--- config.mk ---
export PLATFORM = sky130hd
export DESIGN_NAME = ddr_frame_align
export DESIGN_NICKNAME = d
export VERILOG_FILES = /design/src/rtl/ddr_frame_align.sv
export SDC_FILE = /design/constraint.sdc
export NUM_CORES = 1
export LEC_CHECK = 0
export ABC_CLOCK_PERIOD_IN_PS = 4200
export CORE_ASPECT_RATIO = 0.8
export CORE_UTILIZATION = 50
export DETAILED_ROUTE_END_ITERATION = 8
export PLACE_DENSITY = 0.84
export SYNTH_ARGS = -nofsm -noshare
export SYNTH_HDL_FRONTEND = slang
export SYNTH_SLANG_ARGS = --single-unit
--- constraint.sdc ---
create_clock -name clk -period 4.2 [get_ports clk]
set_clock_uncertainty 0.15 [all_clocks]
set_input_delay 0.84 -clock clk [delete_from_list [all_inputs] [get_ports clk]]
set_output_delay 0.84 -clock clk [all_outputs]
set_load 0.005 [all_outputs]
--- src/rtl/ddr_frame_align.sv ---
// DDR frame aligner: picks the half-cycle pairing of rise/fall samples
// whose frame lane reads 1-then-0, locks after a run of matches.
//
// Ports:
//   clk, reset              single clock, sync active-high reset
//   data_rise, data_fall    samples taken on each clk edge
//   frame_rise, frame_fall  frame lane samples on each clk edge
//   realign                 one-cycle request to drop lock and search
//   sample0, sample1        aligned pair (earlier, later), 1-cycle latency
//   data_valid              pair was taken while LOCKED
//   locked                  FSM in LOCKED
//   slip                    current half-cycle alignment select
//   err_count               mismatches while LOCKED (saturating)
//
// Option: define DDR_FRAME_ALIGN_ERRCNT_EN to build the error counter;
// otherwise err_count is tied to zero.

module ddr_frame_align #(
   parameter int width      = 8,
   parameter int lock_count = 16,
   parameter int slip_wait  = 4
) (
   input  logic             clk,
   input  logic             reset,
   input  logic [width-1:0] data_rise,
   input  logic [width-1:0] data_fall,
   input  logic             frame_rise,
   input  logic             frame_fall,
   input  logic             realign,
   output logic [width-1:0] sample0,
   output logic [width-1:0] sample1,
   output logic             data_valid,
   output logic             locked,
   output logic             slip,
   output logic [15:0]      err_count
);

   typedef enum logic [1:0] {
      SEARCH,
      CHECK,
      WAIT,
      LOCKED
   } state_t;

   localparam logic [7:0] LOCK_N = 8'(lock_count);
   localparam logic [3:0] WAIT_N = 4'(slip_wait);

   state_t           state;
   state_t           state_nxt;
   logic             slip_nxt;
   logic [7:0]       match_cnt;
   logic [7:0]       match_nxt;
   logic [3:0]       wait_cnt;
   logic [3:0]       wait_nxt;
   logic [2:0]       miss_cnt;
   logic [2:0]       miss_nxt;

   logic [width-1:0] prev_fall;
   logic             prev_frame_fall;

   logic [width-1:0] s0;
   logic [width-1:0] s1;
   logic             f0;
   logic             f1;
   logic             match;

   // slip=1 pairs last cycle's fall sample with this cycle's rise
   always_comb begin
      s0 = data_rise;
      s1 = data_fall;
      f0 = frame_rise;
      f1 = frame_fall;
      if (slip) begin
         s0 = prev_fall;
         s1 = data_rise;
         f0 = prev_frame_fall;
         f1 = frame_rise;
      end
   end

   assign match  = f0 & ~f1;
   assign locked = (state == LOCKED);

   always_comb begin
      state_nxt = state;
      slip_nxt  = slip;
      match_nxt = match_cnt;
      wait_nxt  = wait_cnt;
      miss_nxt  = miss_cnt;
      if (realign) begin
         state_nxt = SEARCH;
         match_nxt = '0;
         wait_nxt  = '0;
         miss_nxt  = '0;
      end else begin
         unique case (state)
            SEARCH: begin
               if (match) begin
                  state_nxt = CHECK;
                  match_nxt = 8'd1;
               end else begin
                  state_nxt = WAIT;
                  slip_nxt  = ~slip;
                  wait_nxt  = '0;
               end
            end
            WAIT: begin
               if (wait_cnt == WAIT_N - 4'd1) begin
                  state_nxt = SEARCH;
                  wait_nxt  = '0;
               end else begin
                  wait_nxt = wait_cnt + 4'd1;
               end
            end
            CHECK: begin
               if (match) begin
                  if (match_cnt + 8'd1 == LOCK_N) begin
                     state_nxt = LOCKED;
                     match_nxt = '0;
                  end else begin
                     match_nxt = match_cnt + 8'd1;
                  end
               end else begin
                  state_nxt = WAIT;
                  slip_nxt  = ~slip;
                  match_nxt = '0;
                  wait_nxt  = '0;
               end
            end
            LOCKED: begin
               if (match) begin
                  miss_nxt = '0;
               end else if (miss_cnt == 3'd3) begin
                  state_nxt = WAIT;
                  slip_nxt  = ~slip;
                  miss_nxt  = '0;
                  wait_nxt  = '0;
               end else begin
                  miss_nxt = miss_cnt + 3'd1;
               end
            end
            default: begin
               state_nxt = SEARCH;
            end
         endcase
      end
   end

   always_ff @(posedge clk) begin
      if (reset) begin
         state           <= SEARCH;
         slip            <= 1'b0;
         match_cnt       <= '0;
         wait_cnt        <= '0;
         miss_cnt        <= '0;
         prev_fall       <= '0;
         prev_frame_fall <= 1'b0;
         sample0         <= '0;
         sample1         <= '0;
         data_valid      <= 1'b0;
      end else begin
         state           <= state_nxt;
         slip            <= slip_nxt;
         match_cnt       <= match_nxt;
         wait_cnt        <= wait_nxt;
         miss_cnt        <= miss_nxt;
         prev_fall       <= data_fall;
         prev_frame_fall <= frame_fall;
         sample0         <= s0;
         sample1         <= s1;
         // a realign discards the pair captured in the same cycle
         data_valid      <= (state == LOCKED) & ~realign;
      end
   end

`ifdef DDR_FRAME_ALIGN_ERRCNT_EN
   always_ff @(posedge clk) begin
      if (reset) begin
         err_count <= '0;
      end else if (state == LOCKED && !match
                   && err_count != 16'hFFFF) begin
         err_count <= err_count + 16'd1;
      end
   end
`else
   assign err_count = '0;
`endif

endmodule

# After elaboration in Yosys (flattened, before gate mapping)
# Cells that the tools add are included.
dict set report totals {
  reg_bits 44
  out_inout_bits 35
  elab_cells 65
  input_bits 21
}
dict set report op_classes {
  n_mux 26
  add_sub_neg 3
  eq_ne 12
  n_bitwise 5
  n_reduce_logical 9
}
# op count
set op_table {}
lappend op_table {{8-bit two-way mux} 5}
lappend op_table {{4-bit two-way mux} 4}
lappend op_table {{8-bit case mux with 2 select lines} 1}
lappend op_table {{2-bit two-way mux} 6}
lappend op_table {{4-bit case mux with 3 select lines} 1}
lappend op_table {{8-bit by 1-bit adder with 8-bit output, second input constant} 1}
lappend op_table {{8-bit by 5-bit equality test with 1-bit output, second input constant} 1}
lappend op_table {{2-bit != test, second input constant} 4}
lappend op_table {{2-bit case mux with 4 select lines} 1}
lappend op_table {{3-bit two-way mux} 2}
lappend op_table {{1-bit two-way mux} 5}
lappend op_table {{5-bit AND reduction} 1}
lappend op_table {{4-bit by 1-bit adder with 4-bit output, second input constant} 1}
lappend op_table {{2-bit equality test, second input constant} 2}
lappend op_table {{4-bit by 2-bit equality test with 1-bit output, second input constant} 1}
lappend op_table {{4-bit AND reduction} 1}
lappend op_table {{2-bit nonzero test} 2}
lappend op_table {{2-bit OR reduction} 2}
lappend op_table {{3-bit by 1-bit adder with 3-bit output, second input constant} 1}
lappend op_table {{3-bit by 2-bit equality test with 1-bit output, second input constant} 1}
lappend op_table {{3-bit != test, second input constant} 1}
lappend op_table {{1-bit inverter} 3}
lappend op_table {{3-bit AND reduction} 1}
lappend op_table {{1-bit bitwise AND} 2}
lappend op_table {{5 further kinds} 5}

# Depth between registers and ports, before layout
# Gate-level depths: netlist of the first run.
dict set report depth {
  word_depth 5
  mapped_depth 7
}

# Worst setup path before layout of the first run
# OpenSTA, ideal clock, no wires.
dict set report synth_timing {
  path_type {input port to flip-flop}
  start {input port frame_rise}
  end {register match_cnt[5]}
  path_stages 4
  setup_time_ns 0.071
  setup_slack_ns 2.182
  arrival_time_ns 1.797
  cell_sequence {and3b_1 > o21ai_2 > or4_1 > a21oi_1}
}
dict set report synth_between {
  elab_chain_cells 5
  elab_cells_between_ends 8
  classes_between {eq/ne: 1; mux: 4; bitwise: 2; reduce/logical: 1}
}
# item line_no
set synth_rtl {}
lappend synth_rtl {{start: declaration} 27} ;# input logic frame_rise,
lappend synth_rtl {{1-bit two-way mux} 73} ;# if (slip) begin
lappend synth_rtl {{1-bit inverter} 81} ;# assign match = f0 & ~f1;
lappend synth_rtl {{1-bit bitwise AND *} 81}
lappend synth_rtl {{8-bit two-way mux or 2-bit != test (tied branches)} n/a}
lappend synth_rtl {{8-bit case mux with 2 select lines or 2-bit AND reduction (tied branches)} n/a}
lappend synth_rtl {{end signal: assignment} 164} ;# match_cnt <= match_nxt;
lappend synth_rtl {{end: declaration} 51} ;# logic [7:0] match_cnt;
# Every way passes the cells marked *; elsewhere a longest branch is shown, timed or not.
# A chain may end at the register's enable or synchronous reset.

# Final worst setup path of the first run
dict set report layout_timing {
  start {register state[0]}
  end {output port locked}
}
dict set report layout_between {
  elab_chain_cells 1
}
# item line_no
set layout_rtl {}
lappend layout_rtl {{start: declaration} 48} ;# state_t state;
lappend layout_rtl {{start signal: assignment} 162} ;# state <= state_nxt;
lappend layout_rtl {{2-bit equality test} 82} ;# assign locked = (state == LOCKED);
lappend layout_rtl {{end: declaration} 33} ;# output logic locked,
# Every way passes these cells.

==> flow_summary_export.csv, run 1 <==
group,metric,value,unit
worst_setup_path,crit_slowest_cell,"clkdlybuf4s50_1",
worst_setup_path,crit_start,"state[0]",
worst_setup_path,cp.buffers_inverters,2,
cts,clockRootBuffer,"clkbuf_8",
sta,min_period,2.51,ns
finish,antenna_cells,0,
pwr,p_leak,0.000931,uW
route,drcViolationCount,0,
logic_synthesis,netlist_area,0.00193,mm2
route,post_drt_wl_per_cell,12.3,um
grt,grt_pass1_wl,5970,um
cts,clk_latency,0.29,ns
cts,htree_levels,2,
logic_synthesis,synth_edf_count,0,
finish,fin_nets,274,
sta,hold_viol,0,
grt,busiest_layer,"met2",
logic_synthesis,ys_seq_area_frac,0.457,
worst_setup_path,cp-start-kind,"flop",
logic_synthesis,syn_inst,211,
sta,slew_violations,0,
cts,cts_hold_buf,0,
cts,clk_path_buf_depth,2,
logic_synthesis,ys_ff_latch,44,
worst_setup_path,critPathKind,"reg -> out",
finish,fin_util,0.671,
worst_setup_path,cp.arrival,1.52,ns
die,floorplan.initialDensity,0.541,
die,io_pins,56,
worst_setup_path,cp-end-kind,"output pin",
placed_design,hpwlAfterDp,2620,um
placed_design,place_ws,1.64,ns
cts,clk_pin_slew_worst_paths,0.08,ns
grt,grt_pass1_vias,1328,
logic_synthesis,synth_flop_cell,"dfxtp_1",
worst_setup_path,path_cells,"nand2_1 -> inv_1 -> clkdlybuf4s50_1",
logic_synthesis,synth_cell_type_count,42,
sta,setup_tns,0,ns
sta,setup_ws,1.69,ns
worst_setup_path,reg2reg_from,"match_cnt[0]",
grt,use_met1,0.241,
worst_setup_path,cp.required,3.21,ns
grt,use_met3,0.0495,
sta,grt_setup_unrepaired,"false",
route,drt-vias-per-instance,5.13,
cts,cts_setup_buffers,0,
logic_synthesis,avgSynthCellArea,9.14,um2
die,die-area,0.00411,mm2
pwr,ir_drop,0.192,mV
min_path,hold_path.class,"reg -> reg",
grt,gr-total-overflow,0,
route,num_vias,1502,
grt,grt.total_usage,0.190,
pwr,p_per_area,376,mW/mm2
route,dr.pass1.iters,4,
cts,cts_tree,"done",
route,drt-initial-drc-count,114,
grt,use_met2,0.301,
cts,cts_made_buffers,5,
run,cap_viol_max_count,0,
route,routed_wl,3590,um
placed_design,port_buffers,39,
sta,fin_crit_sh,0.598,
cts,cts_resized,0,
die,core,0.00357,mm2
sta,fmax,398,MHz
worst_setup_path,cpPeakStageDelay,0.51,ns
status,status,"completed",
route,ant_nets,0,
finish,fillers,281,
die,rows,19,
cts,clock_sinks,44,
sta,hold_ws,0.322,ns
die,die_w,71.4,um
finish,drive_gt1_frac,0.0757,
grt,antenna_found_initial,0,
worst_setup_path,cp_max_fo,5,
finish,area_delta_synth_final,24.1,%
die,die_h,57.5,um
min_path,holdCritStartpoint,"prev_fall[4]",
grt,grt_max_degree,29,
sta,finalSetupViolations,0,
worst_setup_path,cp_top_family,"buffers and inverters",
placed_design,globalplace.congestion,0.768,
logic_synthesis,async_flop_share,0,
logic_synthesis,synth_warnings,0,
[placed cells by master, fill, tap and decap left out, drive strengths merged, types with 3 or more instances in the layout]
cell | synthesis | final
and3 | 3 | 3
nand3 | 6 | 6
nor2 | 32 | 32
nor3 | 3 | 3
inv | 3 | 3
nor2b | 10 | 10
clkbuf | 4 | 5
ha | 3 | 3
conb | 1 | 16
mux2i | 16 | 16
nand2b | 3 | 3
nand2 | 10 | 10
or2 | 3 | 3
o21ai | 11 | 11
clkdlybuf4s50 | 0 | 39
dfxtp | 44 | 44
or3 | 3 | 3
a21oi | 13 | 13
[synthesized netlist by cell type, types with 2 or more instances]
cell,instances,area share
nand4b_1,2,0.0091
mux2i_1,16,0.083
clkbuf_1,3,0.0058
nor3_1,3,0.0078
ha_1,3,0.019
buf_2,2,0.0052
a31oi_1,2,0.0065
nand2_1,10,0.019
nand2b_1,3,0.0097
nor2b_1,10,0.032
a22oi_1,2,0.0078
nor2_1,32,0.062
a21oi_1,13,0.034
nand3_1,5,0.013
o21ai_0,10,0.026
inv_1,3,0.0058
or3_1,3,0.0097
and3_1,3,0.0097
nand3b_1,2,0.0078
buf_4,16,0.062
and2b_1,2,0.0078
or2_2,2,0.0065
dfxtp_1,44,0.46
nand4_1,2,0.0065
[sequential cells by signal, indices dropped and copies added (netlist names)]
| register | count |
|---|---|
| data_valid | 1 |
| sample1 | 8 |
| prev_fall | 8 |
| match_cnt | 8 |
| state | 2 |
| sample0 | 8 |
| wait_cnt | 4 |
| slip | 1 |
| prev_frame_fall | 1 |
| miss_cnt | 3 |
[metal layers]
layer	wire [um]	up-vias
li1	-	765
met1	1700	669
met2	1650	57
met3	172	11
met4	76	0
met5	0	-
[through the flow]
step                area (um2)  power, uW  instances
CTS                       2390        907        293
finish                    2390        900        293
global placement          2280        588        285
floorplan                 1980        540        226
detailed placement        2280        591        285
global route              2390        945        293
[cell families after synthesis]
kind of cell / count (synthesis) / share of synthesized area
xor gates and xnor gates: 1 / 0.00454
buffers and inverters: 27 / 0.0895
AOI/OAI and AO/OA: 33 / 0.104
adders and majority gates: 3 / 0.0195
other: 1 / 0.00194
DFF: 44 / 0.457
muxes: 16 / 0.0831
and+or+nand+nor: 86 / 0.241
[report_power, final]
| part | leakage (uW) | internal (uW) | switching (uW) |
|---|---|---|---|
| clock | 0.0000541 | 176 | 144 |
| sequential | 0.000362 | 439 | 11.5 |
| combinational | 0.000515 | 74.4 | 55.9 |
[worst paths after layout]
check	end	slack (ns)	cells past startpoint
min reg2reg	sample0[4]	0.32	2
min	sample0[4]	0.32	2
max reg2reg	match_cnt[4]	2.37	5
max	locked	1.69	3
[tightest hold or removal path, delay by kind of cell, from the launching register on]
kind	cells	cell delay [ns]
flops	1	0.31
mux	1	0.06
simple gates	1	0.07
[final cells by class]
type,instances,area (um2),share of cell area
Clock buffer,5,68.8,0.0288
Clock inverter,3,42.5,0.0178
Inverter,3,11.3,0.00471
Multi-Input combinational cell,155,931,0.389
Sequential cell,44,881,0.368
Tap cell,42,52.6,0.0220
Timing Repair Buffer,41,405,0.169
No activity file was read; power rests on OpenSTA's default activity.
==> run 2, diff against run 1 <==
==> config.mk (replaced) <==
export PLATFORM = sky130hd
export DESIGN_NAME = ddr_frame_align
export DESIGN_NICKNAME = d
export VERILOG_FILES = /design/src/rtl/ddr_frame_align.sv
export SDC_FILE = /design/constraint.sdc
export NUM_CORES = 1
export LEC_CHECK = 0
export ABC_CLOCK_PERIOD_IN_PS = 2000
export CORE_ASPECT_RATIO = 0.8
export CORE_UTILIZATION = 42
export DETAILED_ROUTE_END_ITERATION = 8
export PLACE_DENSITY = 0.75
export SYNTH_ARGS = -nofsm -noshare
export SYNTH_HDL_FRONTEND = slang
export SYNTH_SLANG_ARGS = --single-unit
==> constraint.sdc (replaced) <==
create_clock -name clk -period 2 [get_ports clk]
set_clock_uncertainty 0.15 [all_clocks]
set_input_delay 0.4 -clock clk [delete_from_list [all_inputs] [get_ports clk]]
set_output_delay 0.4 -clock clk [all_outputs]
set_load 0.005 [all_outputs]
==> run 2 against run 1 <==
  * Count of clock-buffer cells in the layout unchanged
  * Utilization down 9.3 points
  * Critical path depth unchanged
  * Highest routed layer unchanged
  * Die area up 18%
  * Via count up 0.33%
  * Sequential power up 110%
  * Global-route usage down 3.3 points
  * Total power up 110%
  * Flip-flop and latch count unchanged
==> flow_summary_export.csv, run 2 (same netlist as run 1, synthesis figures left out) <==
group,metric,value,unit
status,status,"completed",
sta,fmax,526,MHz
pwr,p_per_area,768,mW/mm2
finish,fillers,376,
min_path,min_to,"miss_cnt[1]",
finish,mostFrequentLayoutCell,"dfxtp_1",
grt,gr-total-overflow,0,
die,floorplan.initialDensity,0.450,
pwr,p_leak,0.000973,uW
route,num_vias,1507,
worst_setup_path,cpPeakStageDelay,0.50,ns
cts,htree_levels,2,
route,ant_nets,0,
worst_setup_path,critPathKind,"reg -> out",
cts,clockRootBuffer,"clkbuf_8",
cts,cts_resized,1,
pwr,ir_drop,0.409,mV
cts,clk_path_buf_depth,2,
worst_setup_path,path_cells,"nand2_2 -> inv_1 -> clkdlybuf4s50_1",
worst_setup_path,cp.required,1.45,ns
cts,cts_made_buffers,5,
placed_design,globalplace.congestion,0.886,
grt,antenna_found_initial,0,
cts,cts_tree,"done",
grt,grt_max_degree,25,
die,die-area,0.00487,mm2
sta,finalSetupViolations,0,
sta,setup_ws,0.0998,ns
die,die_w,77.8,um
finish,multi_input_area,933,um2
route,post_drt_wl_per_cell,11.4,um
die,rows,21,
cts,cts_hold_buf,0,
worst_setup_path,cp-end-kind,"output pin",
finish,layout_common_cells,"dfxtp_1, clkdlybuf4s50_1, nor2_1, mux2i_1, conb_1",
placed_design,hpwlAfterDp,2700,um
worst_setup_path,reg2reg_depth,5,
grt,grt.total_usage,0.156,
grt,grt_pass1_vias,1306,
placed_design,dpl_cell_area,0.00236,mm2
worst_setup_path,cp_max_fo,5,
route,drt-initial-drc-count,114,
route,drt-vias-per-instance,4.77,
die,die_h,62.6,um
placed_design,port_buffers,39,
finish,seqCellArea,882,um2
min_path,holdCritStartpoint,"miss_cnt[1]",
route,routed_wl,3610,um
grt,grt_pass1_wl,6050,um
run,cap_viol_max_count,0,
cts,clk_pin_slew_worst_paths,0.08,ns
sta,fin_crit_sh,0.950,
die,io_pins,56,
cts,clk_latency,0.29,ns
sta,setup_tns,0,ns
worst_setup_path,crit_slowest_cell,"clkdlybuf4s50_1",
finish,fin_nets,282,
sta,hold_ws,0.320,ns
die,core,0.00428,mm2
finish,antenna_cells,0,
min_path,worstHoldPathCells,2,
finish,design_area,0.00247,mm2
worst_setup_path,regToRegSetupSlack,0.21,ns
sta,slew_violations,0,
route,dr.pass1.iters,4,
placed_design,place_ws,-0.102,ns
sta,grt_setup_unrepaired,"false",
worst_setup_path,cp-start-kind,"flop",
cts,clock_sinks,44,
cts,cts_setup_buffers,0,
min_path,hold_path.class,"reg -> reg",
worst_setup_path,cp.arrival,1.35,ns
worst_setup_path,r2r-end,"match_cnt[4]",
finish,area_delta_synth_final,28.4,%
route,drcViolationCount,0,
sta,min_period,1.90,ns
finish,drive_gt1_frac,0.112,
sta,hold_viol,0,
worst_setup_path,reg2reg_from,"match_cnt[3]",
run 2: cell count changes in the layout (fill, tap and decap cells not counted), sizes merged:
cell	before	now
buf	2	10
run 2: worst max-delay path: cells and delay by family (launching register included):
family,cells,cell delay [ns]
flops,1,0.37
simple gates,1,0.09
buf+inv,2,0.60
run 2: through the flow:
| stage | cells | utilization | power (uW) |
|---|---|---|---|
| after CTS | 316 | 0.577 | 1930 |
| after global routing | 316 | 0.578 | 2000 |
| after detailed placement | 308 | 0.551 | 1250 |
| after floorplan | 226 | - | 1130 |
| after global placement | 308 | 0.551 | 1250 |
| final | 316 | 0.578 | 1900 |
run 2: how the worst max path moves through the flow:
stage	end	startpoint	depth (start not counted)	slack, ns
5_1_grt	locked	state[0]	3	0.04
4_1_cts	locked	state[0]	3	0.03
3_3_place_gp	slip	frame_rise	6	-0.09
3_5_place_dp	match_cnt[4]	frame_fall	6	-0.10
6_report	locked	state[0]	3	0.1
2_1_floorplan	match_cnt[5]	slip	5	0.35
run 2: final cells by class:
cell class,count,share of cell area
Tap cell,57,0.0288
Multi-Input combinational cell,155,0.377
Sequential cell,44,0.356
Clock buffer,5,0.0278
Clock inverter,3,0.0172
Timing Repair Buffer,49,0.188
Inverter,3,0.00455
run 2: metal layers:
layer	wire length, um	track usage	up-vias	part of all wire
met5	0	0	-	0
met4	59	0.0708	0	0.016
met3	203	0.0307	5	0.056
met2	1510	0.216	51	0.42
met1	1840	0.230	670	0.51
li1	-	-	781	-
run 2: where the power goes:
part | total [uW] | leakage, uW | internal (uW) | switching [uW]
combinational | 294 | 0.000557 | 169 | 125
sequential | 941 | 0.000362 | 921 | 19.5
clock | 665 | 0.0000541 | 369 | 296
